`src/rtl/fp_sub_seq_if.sv`:
```
// Handshake bundle for fp_sub_seq: operand channel (a, b) and result channel.
// The master drives operands and consumes results; the slave is the subtractor.
interface fp_sub_seq_if;
   logic        in_valid;
   logic        in_ready;
   logic [31:0] a;
   logic [31:0] b;
   logic        out_valid;
   logic        out_ready;
   logic [31:0] result;

   modport master (
      output in_valid, a, b, out_ready,
      input  in_ready, out_valid, result
   );

   modport slave (
      input  in_valid, a, b, out_ready,
      output in_ready, out_valid, result
   );
endinterface

```
`src/rtl/fp_sub_seq.sv`:
```
// Multi-cycle IEEE 754 single-precision subtractor (result = a - b), truncating.
// Optional FP_SUB_SPECIAL_EN resolves NaN/infinity operands early; without it exp 255 is finite.
module fp_sub_seq #(
   parameter int NORM_MAX = 24
) (
   input  logic         clk,
   input  logic         rst,
   fp_sub_seq_if.slave  bus
);
   localparam int CNT_W = $clog2(NORM_MAX + 1);
   localparam logic [CNT_W-1:0] CNT_MAX = CNT_W'(NORM_MAX);

   typedef enum logic [2:0] {IDLE, ALIGN, ADD, NORM, DONE} state_t;

   state_t           state;
   state_t           state_next;

   logic [31:0]      a_q;
   logic [31:0]      b_q;
   logic             sign_q;
   logic             eff_sub_q;
   logic [7:0]       exp_q;
   logic [23:0]      mant_l_q;
   logic [23:0]      mant_s_q;
   logic [23:0]      mant_q;
   logic [CNT_W-1:0] cnt_q;
   logic             spec_hit_q;
   logic [31:0]      spec_res_q;
   logic [31:0]      result_q;
   logic             out_valid_q;

   // Operand decode: b's sign is flipped so the rest is a signed-magnitude add.
   logic        sign_a;
   logic        sign_b;
   logic [7:0]  exp_a;
   logic [7:0]  exp_b;
   logic [23:0] mant_a;
   logic [23:0] mant_b;
   logic        a_larger;
   logic        l_sign;
   logic        s_sign;
   logic [7:0]  l_exp;
   logic [7:0]  s_exp;
   logic [23:0] l_mant;
   logic [23:0] s_mant;
   logic [7:0]  diff;
   logic [23:0] s_aligned;

   assign sign_a   = a_q[31];
   assign sign_b   = ~b_q[31];
   assign exp_a    = a_q[30:23];
   assign exp_b    = b_q[30:23];
   assign mant_a   = (exp_a == 8'd0) ? 24'd0 : {1'b1, a_q[22:0]};
   assign mant_b   = (exp_b == 8'd0) ? 24'd0 : {1'b1, b_q[22:0]};
   assign a_larger = {exp_a, mant_a} >= {exp_b, mant_b};

   assign l_sign    = a_larger ? sign_a : sign_b;
   assign s_sign    = a_larger ? sign_b : sign_a;
   assign l_exp     = a_larger ? exp_a  : exp_b;
   assign s_exp     = a_larger ? exp_b  : exp_a;
   assign l_mant    = a_larger ? mant_a : mant_b;
   assign s_mant    = a_larger ? mant_b : mant_a;
   assign diff      = l_exp - s_exp;
   assign s_aligned = (diff >= 8'd24) ? 24'd0 : (s_mant >> diff);

   logic        spec_hit;
   logic [31:0] spec_res;

`ifdef FP_SUB_SPECIAL_EN
   logic a_nan;
   logic b_nan;
   logic a_inf;
   logic b_inf;

   assign a_nan = (exp_a == 8'hFF) && (a_q[22:0] != 23'd0);
   assign b_nan = (exp_b == 8'hFF) && (b_q[22:0] != 23'd0);
   assign a_inf = (exp_a == 8'hFF) && (a_q[22:0] == 23'd0);
   assign b_inf = (exp_b == 8'hFF) && (b_q[22:0] == 23'd0);

   assign spec_hit = a_nan | b_nan | a_inf | b_inf;

   // Opposing infinities cancel to NaN; a lone infinity passes through with b negated.
   always_comb begin
      spec_res = 32'h7FC0_0000;
      if (a_nan || b_nan) begin
         spec_res = 32'h7FC0_0000;
      end else if (a_inf && b_inf) begin
         spec_res = (sign_a == sign_b) ? a_q : 32'h7FC0_0000;
      end else if (a_inf) begin
         spec_res = a_q;
      end else if (b_inf) begin
         spec_res = {sign_b, b_q[30:0]};
      end
   end
`else
   assign spec_hit = 1'b0;
   assign spec_res = 32'd0;
`endif

   logic [24:0] sum;
   logic [8:0]  exp_inc;
   logic        add_ovf;
   logic        add_to_done;

   assign sum         = eff_sub_q ? ({1'b0, mant_l_q} - {1'b0, mant_s_q})
                                  : ({1'b0, mant_l_q} + {1'b0, mant_s_q});
   assign exp_inc     = {1'b0, exp_q} + 9'd1;
   assign add_ovf     = sum[24] && (exp_inc == 9'd255);
   assign add_to_done = spec_hit_q || add_ovf;

   logic norm_zero;
   logic norm_packed;
   logic norm_flush;
   logic norm_done;

   assign norm_zero   = (mant_q == 24'd0);
   assign norm_packed = mant_q[23];
   assign norm_flush  = (exp_q == 8'd1) || (cnt_q == CNT_MAX);
   assign norm_done   = norm_zero || norm_packed || norm_flush;

   always_ff @(posedge clk) begin
      if (rst) begin
         state <= IDLE;
      end else begin
         state <= state_next;
      end
   end

   always_comb begin
      state_next = state;
      case (state)
         IDLE:    if (bus.in_valid) state_next = ALIGN;
         ALIGN:   state_next = ADD;
         ADD:     state_next = add_to_done ? DONE : NORM;
         NORM:    if (norm_done) state_next = DONE;
         DONE:    if (bus.out_ready) state_next = IDLE;
         default: state_next = IDLE;
      endcase
   end

   // Datapath registers advance with the state; every terminal path loads result_q.
   always_ff @(posedge clk) begin
      if (rst) begin
         a_q         <= 32'd0;
         b_q         <= 32'd0;
         sign_q      <= 1'b0;
         eff_sub_q   <= 1'b0;
         exp_q       <= 8'd0;
         mant_l_q    <= 24'd0;
         mant_s_q    <= 24'd0;
         mant_q      <= 24'd0;
         cnt_q       <= '0;
         spec_hit_q  <= 1'b0;
         spec_res_q  <= 32'd0;
         result_q    <= 32'd0;
         out_valid_q <= 1'b0;
      end else begin
         case (state)
            IDLE: begin
               if (bus.in_valid) begin
                  a_q <= bus.a;
                  b_q <= bus.b;
               end
            end
            ALIGN: begin
               sign_q     <= l_sign;
               eff_sub_q  <= (l_sign != s_sign);
               exp_q      <= l_exp;
               mant_l_q   <= l_mant;
               mant_s_q   <= s_aligned;
               cnt_q      <= '0;
               spec_hit_q <= spec_hit;
               spec_res_q <= spec_res;
            end
            ADD: begin
               if (spec_hit_q) begin
                  result_q    <= spec_res_q;
                  out_valid_q <= 1'b1;
               end else if (add_ovf) begin
                  result_q    <= {sign_q, 8'hFF, 23'd0};
                  out_valid_q <= 1'b1;
               end else if (sum[24]) begin
                  mant_q <= sum[24:1];
                  exp_q  <= exp_inc[7:0];
               end else begin
                  mant_q <= sum[23:0];
               end
            end
            NORM: begin
               if (norm_zero) begin
                  result_q    <= 32'd0;
                  out_valid_q <= 1'b1;
               end else if (norm_packed) begin
                  result_q    <= {sign_q, exp_q, mant_q[22:0]};
                  out_valid_q <= 1'b1;
               end else if (norm_flush) begin
                  result_q    <= 32'd0;
                  out_valid_q <= 1'b1;
               end else begin
                  mant_q <= {mant_q[22:0], 1'b0};
                  exp_q  <= exp_q - 8'd1;
                  cnt_q  <= cnt_q + 1'b1;
               end
            end
            DONE: begin
               if (bus.out_ready) out_valid_q <= 1'b0;
            end
            default: begin
               out_valid_q <= 1'b0;
            end
         endcase
      end
   end

   assign bus.in_ready  = (state == IDLE);
   assign bus.out_valid = out_valid_q;
   assign bus.result    = result_q;
endmodule
```
`src/flat_wrapper.sv`:
```
// flat-port wrapper written by rule: the top's interface ports become plain ports
module fp_sub_seq_flat 
#(
   parameter int NORM_MAX = 24
)
  (clk, rst, bus_in_valid, bus_a, bus_b, bus_out_ready, bus_in_ready, bus_out_valid, bus_result);
  fp_sub_seq_if bus_i ();
  input  logic clk;
  input  logic rst;
  input wire logic [$bits(bus_i.in_valid)-1:0] bus_in_valid;
  input wire logic [$bits(bus_i.a)-1:0] bus_a;
  input wire logic [$bits(bus_i.b)-1:0] bus_b;
  input wire logic [$bits(bus_i.out_ready)-1:0] bus_out_ready;
  output wire logic [$bits(bus_i.in_ready)-1:0] bus_in_ready;
  output wire logic [$bits(bus_i.out_valid)-1:0] bus_out_valid;
  output wire logic [$bits(bus_i.result)-1:0] bus_result;
  assign bus_i.in_valid = bus_in_valid;
  assign bus_i.a = bus_a;
  assign bus_i.b = bus_b;
  assign bus_i.out_ready = bus_out_ready;
  assign bus_in_ready = bus_i.in_ready;
  assign bus_out_valid = bus_i.out_valid;
  assign bus_result = bus_i.result;
  fp_sub_seq #(.NORM_MAX(NORM_MAX)) u_core (.clk(clk), .rst(rst), .bus(bus_i));
endmodule
```
`config.mk`:
```
export PLATFORM = sky130hd
export DESIGN_NAME = fp_sub_seq_flat
export DESIGN_NICKNAME = d
export VERILOG_FILES = /design/src/rtl/fp_sub_seq_if.sv /design/src/rtl/fp_sub_seq.sv /design/src/flat_wrapper.sv
export SDC_FILE = /design/constraint.sdc
export NUM_CORES = 1
export LEC_CHECK = 0
export BUFFER_PORTS_ARGS = -buffer_cell sky130_fd_sc_hd__buf_2
export CORE_MARGIN = 3
export CORE_UTILIZATION = 60
export DETAILED_ROUTE_END_ITERATION = 10
export GPL_TIMING_DRIVEN = 0
export PLACE_DENSITY = 0.8
export SETUP_SLACK_MARGIN = 0.4
export SYNTH_ARGS = -nofsm -noshare
export SYNTH_HDL_FRONTEND = slang
export SYNTH_SLANG_ARGS = --single-unit
```
`constraint.sdc`:
```
create_clock -name clk -period 13 [get_ports clk]
set_input_delay 1.3 -clock clk [delete_from_list [all_inputs] [get_ports clk]]
set_output_delay 1.3 -clock clk [all_outputs]
set_load 0.01 [all_outputs]
```
# [Yosys cells after proc, flatten, opt, wreduce, memory -nomap -nowiden]
# Index checks and enable logic that the tools add are counted.
[word_totals] register_bits=187 inputBits=68
[classes] shift=1 n_mux=42 reduce_logical=20 n_eq_ne=18 magnitude_cmp=2 add_sub_neg=6 bitwise_logic=2
[ops] operator="$mux W24" n=10
[ops] operator="$mux W32" n=4
[ops] operator="$pmux W32 S2" n=1
[ops] operator="$mux W8" n=7
[ops] operator="$pmux W24 S2" n=1
[ops] operator="$ge A32 B32 Y1" n=1
[ops] operator="$add A24 B24 Y25" n=1
[ops] operator="$mux W25" n=1
[ops] operator="$sub A24 B24 Y25" n=1
[ops] operator="$logic_not A24 Y1" n=1
[ops] operator="$pmux W8 S3" n=1
[ops] operator="$shr A24 B8 Y24" n=1
[ops] operator="$logic_not A8 Y1" n=2
[ops] operator="$mux W5" n=3
[ops] operator="$pmux W3 S5" n=1
[ops] operator="$mux W3" n=4
[ops] operator="$ne A2 B2 Y1 const B" n=6
[ops] operator="$pmux W5 S2" n=1
[ops] operator="$add A8 B1 Y9 const B" n=1
[ops] operator="$eq A9 B8 Y1 const B" n=1
[ops] operator="$reduce_and A3 Y1" n=3
[ops] operator="$eq A8 B1 Y1 const B" n=1
[ops] operator="$ge A8 B5 Y1 const B" n=1
[ops] operator="$reduce_and A4 Y1" n=2
[ops] operator="22 further kinds" n=35

# [Logic depth before layout (Yosys ltp)]
# Gate-level depths: netlist of the first run.
[logic_depth] depth_word=7 mapped_depth=25 ltp_nobuf=20

# [Worst setup path after synthesis of the first run]
# OpenSTA, ideal clock, no wires.
[synth_timing] path_type="reg-to-reg" startpoint="register u_core.b_q[23]" endpoint="register u_core.mant_s_q[11]" path_slack_ns=7.733 arrival_time_ns=5.150 path_buffers=6 setup_time_ns=0.117 stages_incl_launch_ff=24 required_ns=12.883 synth_period_minus_slack_ns=5.267 path_cell_list="dfxtp_1 nor4_1 nand2_1 clkbuf_1 nand2_1 inv_1 ha_1 nand2b_1 a21oi_1 o21a_1 o311a_1 buf_2 o21ai_4 buf_2 clkbuf_1 buf_1 a22oi_1 ha_1 clkinv_1 clkbuf_1 mux4_2 mux2_2 mux2_2 a22o_1"
[synth_via] elab_chain_cells=7 elab_cells_between_ends=10 cone_classes="add/sub (1); order compare (2); shift (1); mux (5); reduce/logical (1)"
[synth_rtl] element="start: declaration" line="fp_sub_seq.sv:19" text="logic [31:0] b_q;"
[synth_rtl] element="start signal: assignment" line="fp_sub_seq.sv:162" text="b_q <= bus.b;"
[synth_rtl] element="$logic_not A8 Y1" line="fp_sub_seq.sv:54" text="assign mant_b = (exp_b == 8'd0) ? 24'd0 : {1'b1, b_q[22:0]};"
[synth_rtl] element="$mux W24" line="fp_sub_seq.sv:54"
[synth_rtl] element="$ge A32 B32 Y1" line="fp_sub_seq.sv:55" text="assign a_larger = {exp_a, mant_a} >= {exp_b, mant_b};"
[synth_rtl] element="$mux W8 (on tied branches)" line="fp_sub_seq.sv:59, fp_sub_seq.sv:60"
[synth_rtl] element="$sub A8 B8 Y8" line="fp_sub_seq.sv:63" text="assign diff = l_exp - s_exp;"
[synth_rtl] element="$shr A24 B8 Y24 or $ge A8 B5 Y1 (tied branches)" line="fp_sub_seq.sv:64" text="assign s_aligned = (diff >= 8'd24) ? 24'd0 : (s_mant >> diff);"
[synth_rtl] element="$mux W24 (*)" line="fp_sub_seq.sv:64"
[synth_rtl] element="end signal: assignment" line="fp_sub_seq.sv:170" text="mant_s_q <= s_aligned;"
[synth_rtl] element="end: declaration" line="fp_sub_seq.sv:24" text="logic [23:0] mant_s_q;"
# Mark *: on every way between the ends. The rest lies on a longest branch, timed or not.
# A chain may end at the register's enable or synchronous reset.

# [Final worst setup path of the first run]
[layout_timing] startpoint="register u_core.a_q[28]" endpoint="register u_core.mant_s_q[8]"
[layout_via] elab_chain_cells=7 elab_cells_between_ends=10 cone_classes="add/sub (1); order compare (2); shift (1); mux (5); reduce/logical (1)"
[layout_rtl] element="start: declaration" line="fp_sub_seq.sv:18" text="logic [31:0] a_q;"
[layout_rtl] element="start signal: assignment" line="fp_sub_seq.sv:161" text="a_q <= bus.a;"
[layout_rtl] element="$logic_not A8 Y1" line="fp_sub_seq.sv:53" text="assign mant_a = (exp_a == 8'd0) ? 24'd0 : {1'b1, a_q[22:0]};"
[layout_rtl] element="$mux W24" line="fp_sub_seq.sv:53"
[layout_rtl] element="$ge A32 B32 Y1" line="fp_sub_seq.sv:55"
[layout_rtl] element="$mux W8 (on tied branches)" line="fp_sub_seq.sv:59, fp_sub_seq.sv:60"
[layout_rtl] element="$sub A8 B8 Y8" line="fp_sub_seq.sv:63"
[layout_rtl] element="$shr A24 B8 Y24 or $ge A8 B5 Y1 (tied branches)" line="fp_sub_seq.sv:64"
[layout_rtl] element="$mux W24 (*)" line="fp_sub_seq.sv:64"
# Marks and branches as above.

==> run_results.csv, run 1 <==
group,metric,value,unit
outcome,run_status,"finished, final reports clean",
cells_and_area,diodes,0,
synthesis,ys_ff_latch,187,
timing,max_slew_margin,0.193,
synthesis,most_used_flip_flop_cell_after_synthesis,"sky130_fd_sc_hd__dfxtp_1",
global_routing,global_route.peak_usage_layer,"met2",
pwr,power_density,205,mW/mm^2
global_routing,groute.layer.met2.usage,0.533,
worst_setup_path,reg2reg_setup_slack,5.87,ns
global_routing,grt_start_max_net_pins,17,
floorplanning,rows,52,
global_routing,grt_overflow,0,
synthesis,synthCells,1582,
pwr,power.static_leakage,5.53,nW
global_routing,grt_pass1_vias,11300,
cts,number_of_clock_sinks,187,
synthesis,dominant_combinational_cell_family_by_area_after_synthesis,"compound AO/OA/AOI/OAI gates",
worst_setup_path,worst-endpoint-arrival,7.47,ns
synthesis,synth-compound-area-share,0.244,
cts,worst_skew_pair.late_latency,0.45,ns
detailed_routing,drt_first_iter_violations,1058,
cells_and_area,flow.area_growth_from_synthesis,11.3,%
timing,period_needed,7.13,ns
synthesis,number_of_distinct_library_cells_after_synthesis,88,
global_routing,grtUsageMet1,0.400,
worst_setup_path,cp.required,13.33,ns
synthesis,muxShareOfSynthArea,0.103,
synthesis,synth_simple_gate_area_share,0.201,
worst_setup_path,worst-setup-path-type,"reg -> reg",
global_routing,grt.met3_usage,0.0497,
place,placement_setup_slack,6.12,ns
detailed_routing,routedWlPerCell,17.9,um
floorplanning,dieHeight,150,um
cts,cts.hold.buffers_added,0,
cts,cts_bufs_inserted,17,
worst_setup_path,crit_path_start_kind,"register",
cts,h-tree-depth,4,
cells_and_area,fill_cells,1746,
cells_and_area,multiInputGateArea,0.00813,sq mm
cells_and_area,final_core_util,0.685,
synthesis,synth_enable_flop_cells,0,
floorplanning,initial_core_util,0.615,
cells_and_area,final_nets,1835,
timing,final.setup_skew,0.0172,ns
cts,cts_repair_resize_count,0,
detailed_routing,drc_violations_left,0,
timing,finalHoldViolations,0,
hold_path,hold_path_depth,2,
worst_setup_path,setup.worst_path.end_class,"register",
cts,ctsRootBufferMaster,"sky130_fd_sc_hd__clkbuf_16",
worst_setup_path,critical_path.reg2reg.startpoint,"u_core.a_q[28]",
global_routing,grt_first_pass_wirelength,57600,um
cells_and_area,register_area,0.00374,sq mm
cells_and_area,drive_gt1_frac,0.128,
synthesis,yosys.area_share.adder,0.0655,
floorplanning,dieArea,0.0226,sq mm
worst_setup_path,ff2ff_path_depth,22,
place,dpl.cell_count,1953,
place,dp.final_hpwl,28000,um
hold_path,min_delay_worst_endpoint,"u_core.a_q[4]",
global_routing,antenna_found_initial,0,
synthesis,yosysWarnings,0,
timing,setup_viol_count_final,0,
cells_and_area,mostFrequentLayoutCells,"sky130_fd_sc_hd__nand2_1, sky130_fd_sc_hd__dfxtp_1, sky130_fd_sc_hd__nor2_1",
worst_setup_path,reg_to_reg_critical_path_endpoint,"u_core.mant_s_q[8]",
detailed_routing,routed-via-count,12100,
hold_path,worstHoldStart,"u_core.a_q[4]",
worst_setup_path,crit_path_max_fanout,10,
timing,maxSlewViolCount,0,
run,cap_violations,0,
timing,worstMarginPinSlew,1.21,ns
cts,clk_pin_slew,0.08,ns
detailed_routing,drt-vias-per-instance,6.09,
hold_path,timing.hold.worst.class,"reg -> reg",
synthesis,synth_xor_xnor_area_share,0.0355,
cells_and_area,final_cells,1985,
global_routing,globalRouteTotalUtil,0.317,
pwr,vdd_ir_drop_max,0.114,mV
floorplanning,fp.dieW,150,um
synthesis,ys_seq_area_frac,0.299,
place,finalWeightedCongestion,0.998,
detailed_routing,drtPass1Iterations,6,
synthesis,synth.avg_cell_area,7.92,sq um
cts,tritoncts,"done",
detailed_routing,wl,35600,um
cts,cts.path.max_buffers,2,
place,placement.io_buffers,101,
cts,cts.repair_timing.setup_buffer_count,0,
synthesis,combined_area_of_all_synthesized_cells,0.0125,sq mm
timing,fmaxAchievable,140,MHz
detailed_routing,drt.antenna.violating_nets,0,
synthesis,postSynthNetCount,1715,
timing,rsz_0062_raised_after_global_routing,"false",
cells_and_area,leading_cell_type_in_the_layout_fill_and_taps_excluded,"sky130_fd_sc_hd__nand2_1",
floorplanning,core_region_area,0.0204,sq mm
timing,timing.final.ws_setup,5.87,ns
timing,final.setup.tns,0,ns
floorplanning,pin_count,102,
timing,fin_crit_sh,0.549,
pwr,pwr_total,2.86,mW
synthesis,async_reset_ff_frac,0,
-- cells by family after synthesis --
group	count (synthesis)
simple gates	569
buf+inv	160
xor+xnor	49
fa+ha+maj	65
compound gates	456
flops	187
mux	96
-- how the worst max path moves through the flow --
| stage | startpoint | to | slack, ns |
|---|---|---|---|
| after floorplan | u_core.b_q[23] | u_core.mant_s_q[11] | 7.73 |
| after global placement | u_core.b_q[27] | u_core.mant_s_q[8] | 6.15 |
| after detailed placement | u_core.a_q[27] | u_core.mant_s_q[8] | 6.12 |
| after CTS | u_core.a_q[27] | u_core.mant_s_q[8] | 6.09 |
| after global routing | u_core.a_q[27] | u_core.mant_s_q[8] | 5.44 |
| final | u_core.a_q[28] | u_core.mant_s_q[8] | 5.87 |
-- registers in the layout (all words and copies together) (netlist names) --
signal                cells
u_core.sign_q             1
u_core.mant_s_q          24
u_core.b_q               32
u_core.mant_l_q          24
u_core.exp_q              8
u_core.a_q               32
u_core.state              3
u_core.cnt_q              5
u_core.bus.result        32
u_core.eff_sub_q          1
u_core.bus.out_valid      1
u_core.mant_q            24
-- final cells by class --
type | instances | area share
clock inverter | 12 | 0.00808
tap | 270 | 0.0242
sequential | 187 | 0.269
timing repair buffer | 101 | 0.0363
multi-input combinational | 1235 | 0.583
clock buffer | 20 | 0.0328
buffer | 109 | 0.0332
inverter | 51 | 0.0137
-- synthesized netlist by cell type (3+ instances only) --
master,instances,share of area
sky130_fd_sc_hd__mux4_2,23,0.041
sky130_fd_sc_hd__xnor2_1,36,0.025
sky130_fd_sc_hd__o21ai_2,7,0.0049
sky130_fd_sc_hd__o2bb2ai_1,3,0.0021
sky130_fd_sc_hd__or3_1,13,0.0065
sky130_fd_sc_hd__nor4_1,13,0.0065
sky130_fd_sc_hd__nor2b_1,7,0.0035
sky130_fd_sc_hd__nand2_1,220,0.066
sky130_fd_sc_hd__a31oi_1,7,0.0035
sky130_fd_sc_hd__inv_1,50,0.015
sky130_fd_sc_hd__nand3b_1,3,0.0018
sky130_fd_sc_hd__o21ai_1,19,0.0076
sky130_fd_sc_hd__a221oi_1,6,0.0042
sky130_fd_sc_hd__nand2b_1,14,0.0070
sky130_fd_sc_hd__dfxtp_1,187,0.30
sky130_fd_sc_hd__ha_1,64,0.064
sky130_fd_sc_hd__buf_2,15,0.0060
sky130_fd_sc_hd__mux2i_1,56,0.045
sky130_fd_sc_hd__mux2_2,14,0.013
sky130_fd_sc_hd__and2_1,26,0.013
sky130_fd_sc_hd__and3_1,6,0.0030
sky130_fd_sc_hd__a21o_1,10,0.0060
sky130_fd_sc_hd__xor2_1,11,0.0077
sky130_fd_sc_hd__a22o_1,16,0.011
sky130_fd_sc_hd__o31a_1,4,0.0028
sky130_fd_sc_hd__o211ai_1,25,0.015
sky130_fd_sc_hd__nand4_1,13,0.0065
sky130_fd_sc_hd__a211o_1,4,0.0028
sky130_fd_sc_hd__a211oi_1,61,0.037
sky130_fd_sc_hd__a2111oi_0,3,0.0021
sky130_fd_sc_hd__buf_1,8,0.0024
sky130_fd_sc_hd__o221ai_1,7,0.0049
sky130_fd_sc_hd__o21ai_0,33,0.013
sky130_fd_sc_hd__nor2_1,179,0.054
sky130_fd_sc_hd__a221o_1,5,0.0040
sky130_fd_sc_hd__clkbuf_1,80,0.024
sky130_fd_sc_hd__o31ai_1,6,0.0036
sky130_fd_sc_hd__o21a_1,13,0.0078
sky130_fd_sc_hd__nand3_1,22,0.0088
sky130_fd_sc_hd__a22oi_1,27,0.016
sky130_fd_sc_hd__nor3_1,38,0.015
sky130_fd_sc_hd__buf_6,4,0.0036
sky130_fd_sc_hd__a21oi_1,166,0.066
-- where the power goes --
| part | switching, mW | internal (mW) | leakage (nW) |
|---|---|---|---|
| registers | 0.0511 | 0.631 | 1.52 |
| clock network | 0.243 | 0.276 | 0.277 |
| logic | 1.00 | 0.659 | 3.73 |
-- routing by layer --
metal | share of wire | vias up
met4 | 0.046 | 0
li1 | - | 5966
met3 | 0.065 | 112
met1 | 0.42 | 5518
met5 | 0 | -
met2 | 0.47 | 500
-- per-stage QoR --
| step | cell area [sq um] | hold slack, ns |
|---|---|---|
| final | 13900 | 0.451 |
| after global routing | 13900 | 0.471 |
| after floorplan | 12500 | 0.432 |
| after CTS | 13900 | 0.455 |
| after detailed placement | 13400 | 0.445 |
| after global placement | 13400 | 0.439 |
-- critical path, cell delays in order, from the launching register on --
cell and delay [ns]:
sky130_fd_sc_hd__dfxtp_1 0.41, sky130_fd_sc_hd__nor4_1 0.29, sky130_fd_sc_hd__nand2_1 0.24, sky130_fd_sc_hd__clkbuf_1 0.29
sky130_fd_sc_hd__nand2_1 0.19, sky130_fd_sc_hd__inv_1 0.10, sky130_fd_sc_hd__ha_1 0.30, sky130_fd_sc_hd__nand4_1 0.14
sky130_fd_sc_hd__nor3_1 0.33, sky130_fd_sc_hd__o2111ai_2 0.39, sky130_fd_sc_hd__o21ai_4 0.39, sky130_fd_sc_hd__buf_2 0.33
sky130_fd_sc_hd__clkbuf_1 0.50, sky130_fd_sc_hd__buf_1 0.41, sky130_fd_sc_hd__a22oi_1 0.14, sky130_fd_sc_hd__ha_1 0.37
sky130_fd_sc_hd__clkinv_1 0.17, sky130_fd_sc_hd__clkbuf_1 0.46, sky130_fd_sc_hd__o211ai_1 0.24, sky130_fd_sc_hd__a22oi_1 0.50
sky130_fd_sc_hd__mux2i_1 0.30, sky130_fd_sc_hd__mux2_2 0.33, sky130_fd_sc_hd__a22o_1 0.19
Note: power is estimated with default switching activity, not from simulation.
==> run 2, diff against run 1 <==
- ABC_AREA: default -> 1
- clock period: 13 -> 7.5 ns (I/O delays scaled with it)
==> run_results.csv, run 2 <==
group,metric,value,unit
timing,finalHoldViolations,0,
synthesis,largest_area_contributor_in_the_synthesized_netlist,"sky130_fd_sc_hd__dfxtp_1",
place,finalWeightedCongestion,1.02,
timing,max_slew_margin,0.384,
place,dp.final_hpwl,31400,um
synthesis,synth_most_common_cell,"sky130_fd_sc_hd__nand2_1",
detailed_routing,drt-vias-per-instance,5.91,
cts,cts_bufs_inserted,17,
timing,final.setup_skew,0.0157,ns
detailed_routing,routedWlPerCell,17.6,um
worst_setup_path,critPathLaunch,"u_core.a_q[29]",
timing,rsz_0062_raised_after_global_routing,"false",
cells_and_area,leading_cell_type_in_the_layout_fill_and_taps_excluded,"sky130_fd_sc_hd__nand2_1",
synthesis,ys_seq_area_frac,0.304,
global_routing,antenna_found_initial,0,
cts,tritoncts,"done",
worst_setup_path,critical_path.reg2reg.startpoint,"u_core.a_q[29]",
cells_and_area,final_nets,2120,
global_routing,grt_pass1_vias,12500,
worst_setup_path,cp_num_buf_inv,5,
cts,clk_pin_slew,0.08,ns
detailed_routing,drtPass1Iterations,6,
global_routing,grt_start_max_net_pins,20,
timing,maxSlewViolCount,0,
synthesis,synth.top_cells.by_count,"sky130_fd_sc_hd__nand2_1, sky130_fd_sc_hd__a21oi_1, sky130_fd_sc_hd__inv_1, sky130_fd_sc_hd__dfxtp_1, sky130_fd_sc_hd__o21ai_0",
timing,fin_crit_sh,0.767,
outcome,run_status,"finished, final reports clean",
floorplanning,fp.dieW,149,um
cells_and_area,mostFrequentLayoutCells,"sky130_fd_sc_hd__nand2_1, sky130_fd_sc_hd__a21oi_1, sky130_fd_sc_hd__inv_1",
place,placement.io_buffers,100,
synthesis,synth.avg_cell_area,6.60,sq um
worst_setup_path,ff2ff_path_depth,27,
cts,cts.hold.buffers_added,0,
cts,ctsRootBufferMaster,"sky130_fd_sc_hd__clkbuf_16",
worst_setup_path,crit_path_max_incr_delay,0.72,ns
synthesis,synth_enable_flop_cells,0,
synthesis,most_used_flip_flop_cell_after_synthesis,"sky130_fd_sc_hd__dfxtp_1",
cts,cts.repair_timing.setup_buffer_count,0,
detailed_routing,drt_first_iter_violations,1275,
hold_path,worstHoldStart,"u_core.a_q[14]",
cells_and_area,flow.area_growth_from_synthesis,11.5,%
floorplanning,initial_core_util,0.621,
detailed_routing,drc_violations_left,0,
cells_and_area,multiInputGateArea,0.00742,sq mm
worst_setup_path,crit_path_start_kind,"register",
cts,number_of_clock_sinks,187,
timing,final.setup.tns,0,ns
hold_path,timing.hold.worst.class,"reg -> reg",
detailed_routing,routed-via-count,13400,
synthesis,synth_top_area_frac,0.304,
worst_setup_path,worst-setup-path-type,"reg -> reg",
worst_setup_path,setup.worst_path.end_class,"register",
cts,worst_skew_pair.late_latency,0.45,ns
timing,setup_viol_count_final,0,
synthesis,yosysWarnings,0,
cells_and_area,drive_gt1_frac,0.100,
synthesis,number_of_distinct_library_cells_after_synthesis,54,
floorplanning,pin_count,102,
worst_setup_path,critical-path-slowest-cell,"sky130_fd_sc_hd__xnor2_1",
floorplanning,core_region_area,0.0198,sq mm
worst_setup_path,crit_top_cell,"sky130_fd_sc_hd__nand2_1",
timing,period_needed,5.75,ns
worst_setup_path,crit_path_max_fanout,10,
worst_setup_path,cp.required,7.84,ns
run,cap_violations,0,
synthesis,combined_area_of_all_synthesized_cells,0.0123,sq mm
synthesis,synthCells,1868,
cells_and_area,register_area,0.00374,sq mm
timing,worstMarginPinSlew,0.917,ns
worst_setup_path,worst-endpoint-arrival,6.09,ns
synthesis,postSynthNetCount,2001,
timing,fmaxAchievable,174,MHz
cells_and_area,fill_cells,1761,
global_routing,globalRouteTotalUtil,0.356,
cts,h-tree-depth,4,
hold_path,hold_path_depth,2,
floorplanning,dieHeight,149,um
floorplanning,rows,51,
cts,cts_repair_resize_count,0,
worst_setup_path,critical-path-top-delay-family,"simple AND/OR/NAND/NOR gates",
worst_setup_path,worstSetupPathDepth,27,
cts,cts.path.max_buffers,2,
cells_and_area,diodes,0,
synthesis,ys_ff_latch,187,
floorplanning,dieArea,0.0223,sq mm
detailed_routing,drt.antenna.violating_nets,0,
synthesis,async_reset_ff_frac,0,
detailed_routing,wl,39800,um
global_routing,grt_overflow,0,
global_routing,grt_first_pass_wirelength,63600,um
synthesis,ys_top_cells_by_area,"sky130_fd_sc_hd__dfxtp_1, sky130_fd_sc_hd__nand2_1, sky130_fd_sc_hd__a21oi_1, sky130_fd_sc_hd__o21ai_0, sky130_fd_sc_hd__nand3_1",
-- run 2: cell types whose count changed in the layout (fill, tap and decap cells not counted), moves of 21 or more --
| cell | delta |
|---|---|
| sky130_fd_sc_hd__a22oi_1 | -27 |
| sky130_fd_sc_hd__mux4_2 | -23 |
| sky130_fd_sc_hd__mux2i_1 | -56 |
| sky130_fd_sc_hd__inv_1 | +141 |
| sky130_fd_sc_hd__nand3_1 | +142 |
| sky130_fd_sc_hd__a31oi_1 | +21 |
| sky130_fd_sc_hd__and2_1 | -25 |
| sky130_fd_sc_hd__a211oi_1 | -43 |
| sky130_fd_sc_hd__o21ai_0 | +134 |
| sky130_fd_sc_hd__a21oi_1 | +28 |
| sky130_fd_sc_hd__xor2_1 | +22 |
| sky130_fd_sc_hd__nor2_1 | -63 |
| sky130_fd_sc_hd__nand2_1 | +206 |
-- run 2: logic make-up (layout without fill, tap and decap cells) --
group	count (synthesis)	count (layout)	synth area share
XOR/XNOR	55	55	0.0397
adder cells (fa/ha/maj)	65	65	0.0666
AND/OR/NAND/NOR	794	794	0.282
buffers and inverters	297	429	0.0940
flip-flops	187	187	0.304
AO/OA/AOI/OAI	470	470	0.214
-- run 2: routing by layer --
| layer | track usage | up-vias | wire length, um | part of all wire |
|---|---|---|---|---|
| li1 | - | 6506 | - | - |
| met3 | 0.0529 | 110 | 3170 | 0.080 |
| met4 | 0.160 | 0 | 1840 | 0.046 |
| met1 | 0.447 | 6109 | 16000 | 0.40 |
| met2 | 0.606 | 670 | 18700 | 0.47 |
| met5 | 0 | - | 0 | 0 |
-- run 2: cell type report --
class | instances | area share
Timing Repair Buffer | 100 | 0.0364
Buffer | 97 | 0.0295
Inverter | 200 | 0.0548
Clock inverter | 14 | 0.0110
Sequential cell | 187 | 0.272
Tap cell | 265 | 0.0241
Multi-Input combinational cell | 1384 | 0.540
Clock buffer | 18 | 0.0319
-- run 2: per-stage QoR --
stage	utilization	area, sq um	hold slack, ns	setup slack (ns)	instances
after floorplan	-	12300	0.422	3.34	1868
after global placement	0.663	13200	0.441	2.05	2233
after detailed placement	0.663	13200	0.446	1.94	2233
after CTS	0.693	13700	0.458	1.90	2265
after global routing	0.693	13700	0.476	1.40	2265
final	0.693	13700	0.462	1.75	2265
-- run 2: path summary, 6_finish.rpt --
kind | slack [ns] | endpoint
max reg2reg | 1.75 | u_core.mant_s_q[5]
max | 1.75 | u_core.mant_s_q[5]
min reg2reg | 0.46 | u_core.a_q[14]
min | 0.46 | u_core.a_q[14]
-- run 2: worst min-delay path: stages (launching register included) --
cell and delay [ns]:
sky130_fd_sc_hd__dfxtp_1 0.30, sky130_fd_sc_hd__inv_1 0.06, sky130_fd_sc_hd__a21oi_1 0.06
Power of run 2 is left out: the tool's default activity adds up to more than one toggle a clock period on the data nets, which glitch-free logic cannot reach.
==> run 3, diff against run 2 <==
- clock period: 7.5 -> 5.3 ns (I/O delays scaled with it)
==> run_results.csv, run 3 (same netlist as run 2, synthesis figures left out) <==
group,metric,value,unit
global_routing,antenna_found_initial,0,
detailed_routing,drt_first_iter_violations,1286,
timing,finalHoldViolations,0,
run,cap_violations,0,
worst_setup_path,worst-setup-path-type,"reg -> reg",
place,dpl.cell_count,2233,
floorplanning,initial_core_util,0.621,
global_routing,grt_start_max_net_pins,20,
timing,worstMarginPinSlew,0.831,ns
timing,maxSlewViolCount,0,
timing,fin_crit_sh,0.886,
detailed_routing,drtPass1Iterations,6,
cts,cts_bufs_inserted,17,
cells_and_area,mostFrequentLayoutCells,"sky130_fd_sc_hd__nand2_1, sky130_fd_sc_hd__a21oi_1, sky130_fd_sc_hd__inv_1",
cells_and_area,final_nets,2130,
cts,h-tree-depth,4,
global_routing,grt_first_pass_wirelength,63600,um
detailed_routing,drc_violations_left,0,
floorplanning,dieHeight,149,um
detailed_routing,routed-via-count,13500,
cts,number_of_clock_sinks,187,
place,dp.final_hpwl,31400,um
hold_path,hold_path_depth,3,
place,finalWeightedCongestion,1.02,
cts,ctsRootBufferMaster,"sky130_fd_sc_hd__clkbuf_16",
detailed_routing,routedWlPerCell,17.7,um
worst_setup_path,setup.worst_path.end_class,"register",
hold_path,timing.hold.worst.class,"in -> reg",
floorplanning,pin_count,102,
place,placement.io_buffers,100,
global_routing,grt_pass1_vias,12500,
worst_setup_path,critical_path.reg2reg.startpoint,"u_core.a_q[30]",
timing,rsz_0062_raised_after_global_routing,"true",
cts,cts.path.max_buffers,2,
worst_setup_path,ff2ff_path_depth,25,
worst_setup_path,reg2reg_setup_slack,0.60,ns
cts,cts.hold.buffers_added,0,
floorplanning,dieArea,0.0223,sq mm
global_routing,globalRouteTotalUtil,0.356,
timing,max_slew_margin,0.444,
detailed_routing,drt.antenna.violating_nets,0,
worst_setup_path,crit_path_start_kind,"register",
cells_and_area,fill_cells,1720,
floorplanning,fp.dieW,149,um
cells_and_area,diodes,0,
timing,fmaxAchievable,213,MHz
worst_setup_path,crit_path_max_fanout,10,
floorplanning,rows,51,
worst_setup_path,cp.required,5.64,ns
worst_setup_path,reg_to_reg_critical_path_endpoint,"u_core.mant_s_q[4]",
detailed_routing,drt-vias-per-instance,5.95,
cts,tritoncts,"done",
outcome,run_status,"finished, final reports clean",
hold_path,min_delay_worst_endpoint,"u_core.a_q[13]",
global_routing,grt_overflow,0,
cells_and_area,leading_cell_type_in_the_layout_fill_and_taps_excluded,"sky130_fd_sc_hd__nand2_1",
timing,final.setup_skew,0.0136,ns
timing,setup_viol_count_final,0,
floorplanning,core_region_area,0.0198,sq mm
worst_setup_path,worst-endpoint-arrival,5.03,ns
cells_and_area,flow.area_growth_from_synthesis,13.7,%
cts,clk_pin_slew,0.08,ns
timing,period_needed,4.70,ns
cells_and_area,drive_gt1_frac,0.124,
detailed_routing,wl,40200,um
hold_path,worstHoldStart,"bus_a[13]",
cts,worst_skew_pair.late_latency,0.45,ns
cells_and_area,final_cells,2275,
## run 3: layout make-up
class,count,area [sq um],share of cell area
Multi-Input combinational cell,1384,7570,0.540
Sequential cell,187,3740,0.267
Inverter,200,753,0.0537
Timing Repair Buffer,110,573,0.0409
Buffer,97,453,0.0323
Clock buffer,18,439,0.0313
Tap cell,265,332,0.0237
Clock inverter,14,151,0.0108
## run 3: worst max-delay path by stage
stage	start	to	slack, ns	cells past startpoint
final	u_core.a_q[30]	u_core.mant_s_q[4]	0.60	25
after global routing	u_core.mant_s_q[0]	u_core.exp_q[0]	0.32	26
after CTS	u_core.a_q[29]	u_core.mant_s_q[14]	0.43	32
after detailed placement	u_core.a_q[29]	u_core.mant_s_q[14]	-0.26	27
after global placement	u_core.a_q[29]	u_core.mant_s_q[2]	-0.15	26
after floorplan	u_core.mant_s_q[0]	u_core.mant_q[15]	1.14	25
## run 3: stage by stage
stage / TNS, ns / area (sq um) / hold WS, ns / setup WS, ns / util
floorplan: 0 / 12300 / 0.422 / 1.14 / -
global placement: -2.75 / 13200 / 0.441 / -0.151 / 0.663
detailed placement: -6.28 / 13200 / 0.446 / -0.262 / 0.663
CTS: 0 / 13800 / 0.349 / 0.426 / 0.695
global route: 0 / 14000 / 0.371 / 0.323 / 0.706
finish: 0 / 14000 / 0.350 / 0.604 / 0.706
## run 3: critical path, stage by stage (launching register included)
cell                       delay (ns)
sky130_fd_sc_hd__dfxtp_1         0.34
sky130_fd_sc_hd__inv_1           0.15
sky130_fd_sc_hd__nand4_1         0.18
sky130_fd_sc_hd__nor2_4          0.28
sky130_fd_sc_hd__buf_2           0.23
sky130_fd_sc_hd__nor2_1          0.10
sky130_fd_sc_hd__ha_1            0.31
sky130_fd_sc_hd__a21oi_1         0.15
sky130_fd_sc_hd__nand2_1         0.07
sky130_fd_sc_hd__nand2_1         0.06
sky130_fd_sc_hd__nand2_1         0.15
sky130_fd_sc_hd__a21oi_4         0.26
sky130_fd_sc_hd__buf_4           0.18
sky130_fd_sc_hd__nand3_1         0.14
sky130_fd_sc_hd__nand3_2         0.12
sky130_fd_sc_hd__ha_1            0.28
sky130_fd_sc_hd__clkbuf_1        0.24
sky130_fd_sc_hd__inv_1           0.21
sky130_fd_sc_hd__buf_1           0.42
sky130_fd_sc_hd__nand3_1         0.17
sky130_fd_sc_hd__nand3_1         0.15
sky130_fd_sc_hd__nand3_1         0.10
sky130_fd_sc_hd__nand2_1         0.10
sky130_fd_sc_hd__nand2_1         0.06
sky130_fd_sc_hd__nand2_1         0.08
sky130_fd_sc_hd__nand2_1         0.06
## run 3: per-layer routing
metal | GRT usage | part of all wire
met1 | 0.449 | 0.41
met2 | 0.612 | 0.47
met3 | 0.0480 | 0.075
met4 | 0.151 | 0.046
met5 | 0 | 0
## run 3: repair_timing
item,in CTS,in global routing
gates resized for setup,13,58
setup endpoints to repair,77,111
cloned,0,1
hold endpoints to repair,0,0
pin swaps,1,6
buffers inserted,1,8
Power of run 3 is left out for the same reason.
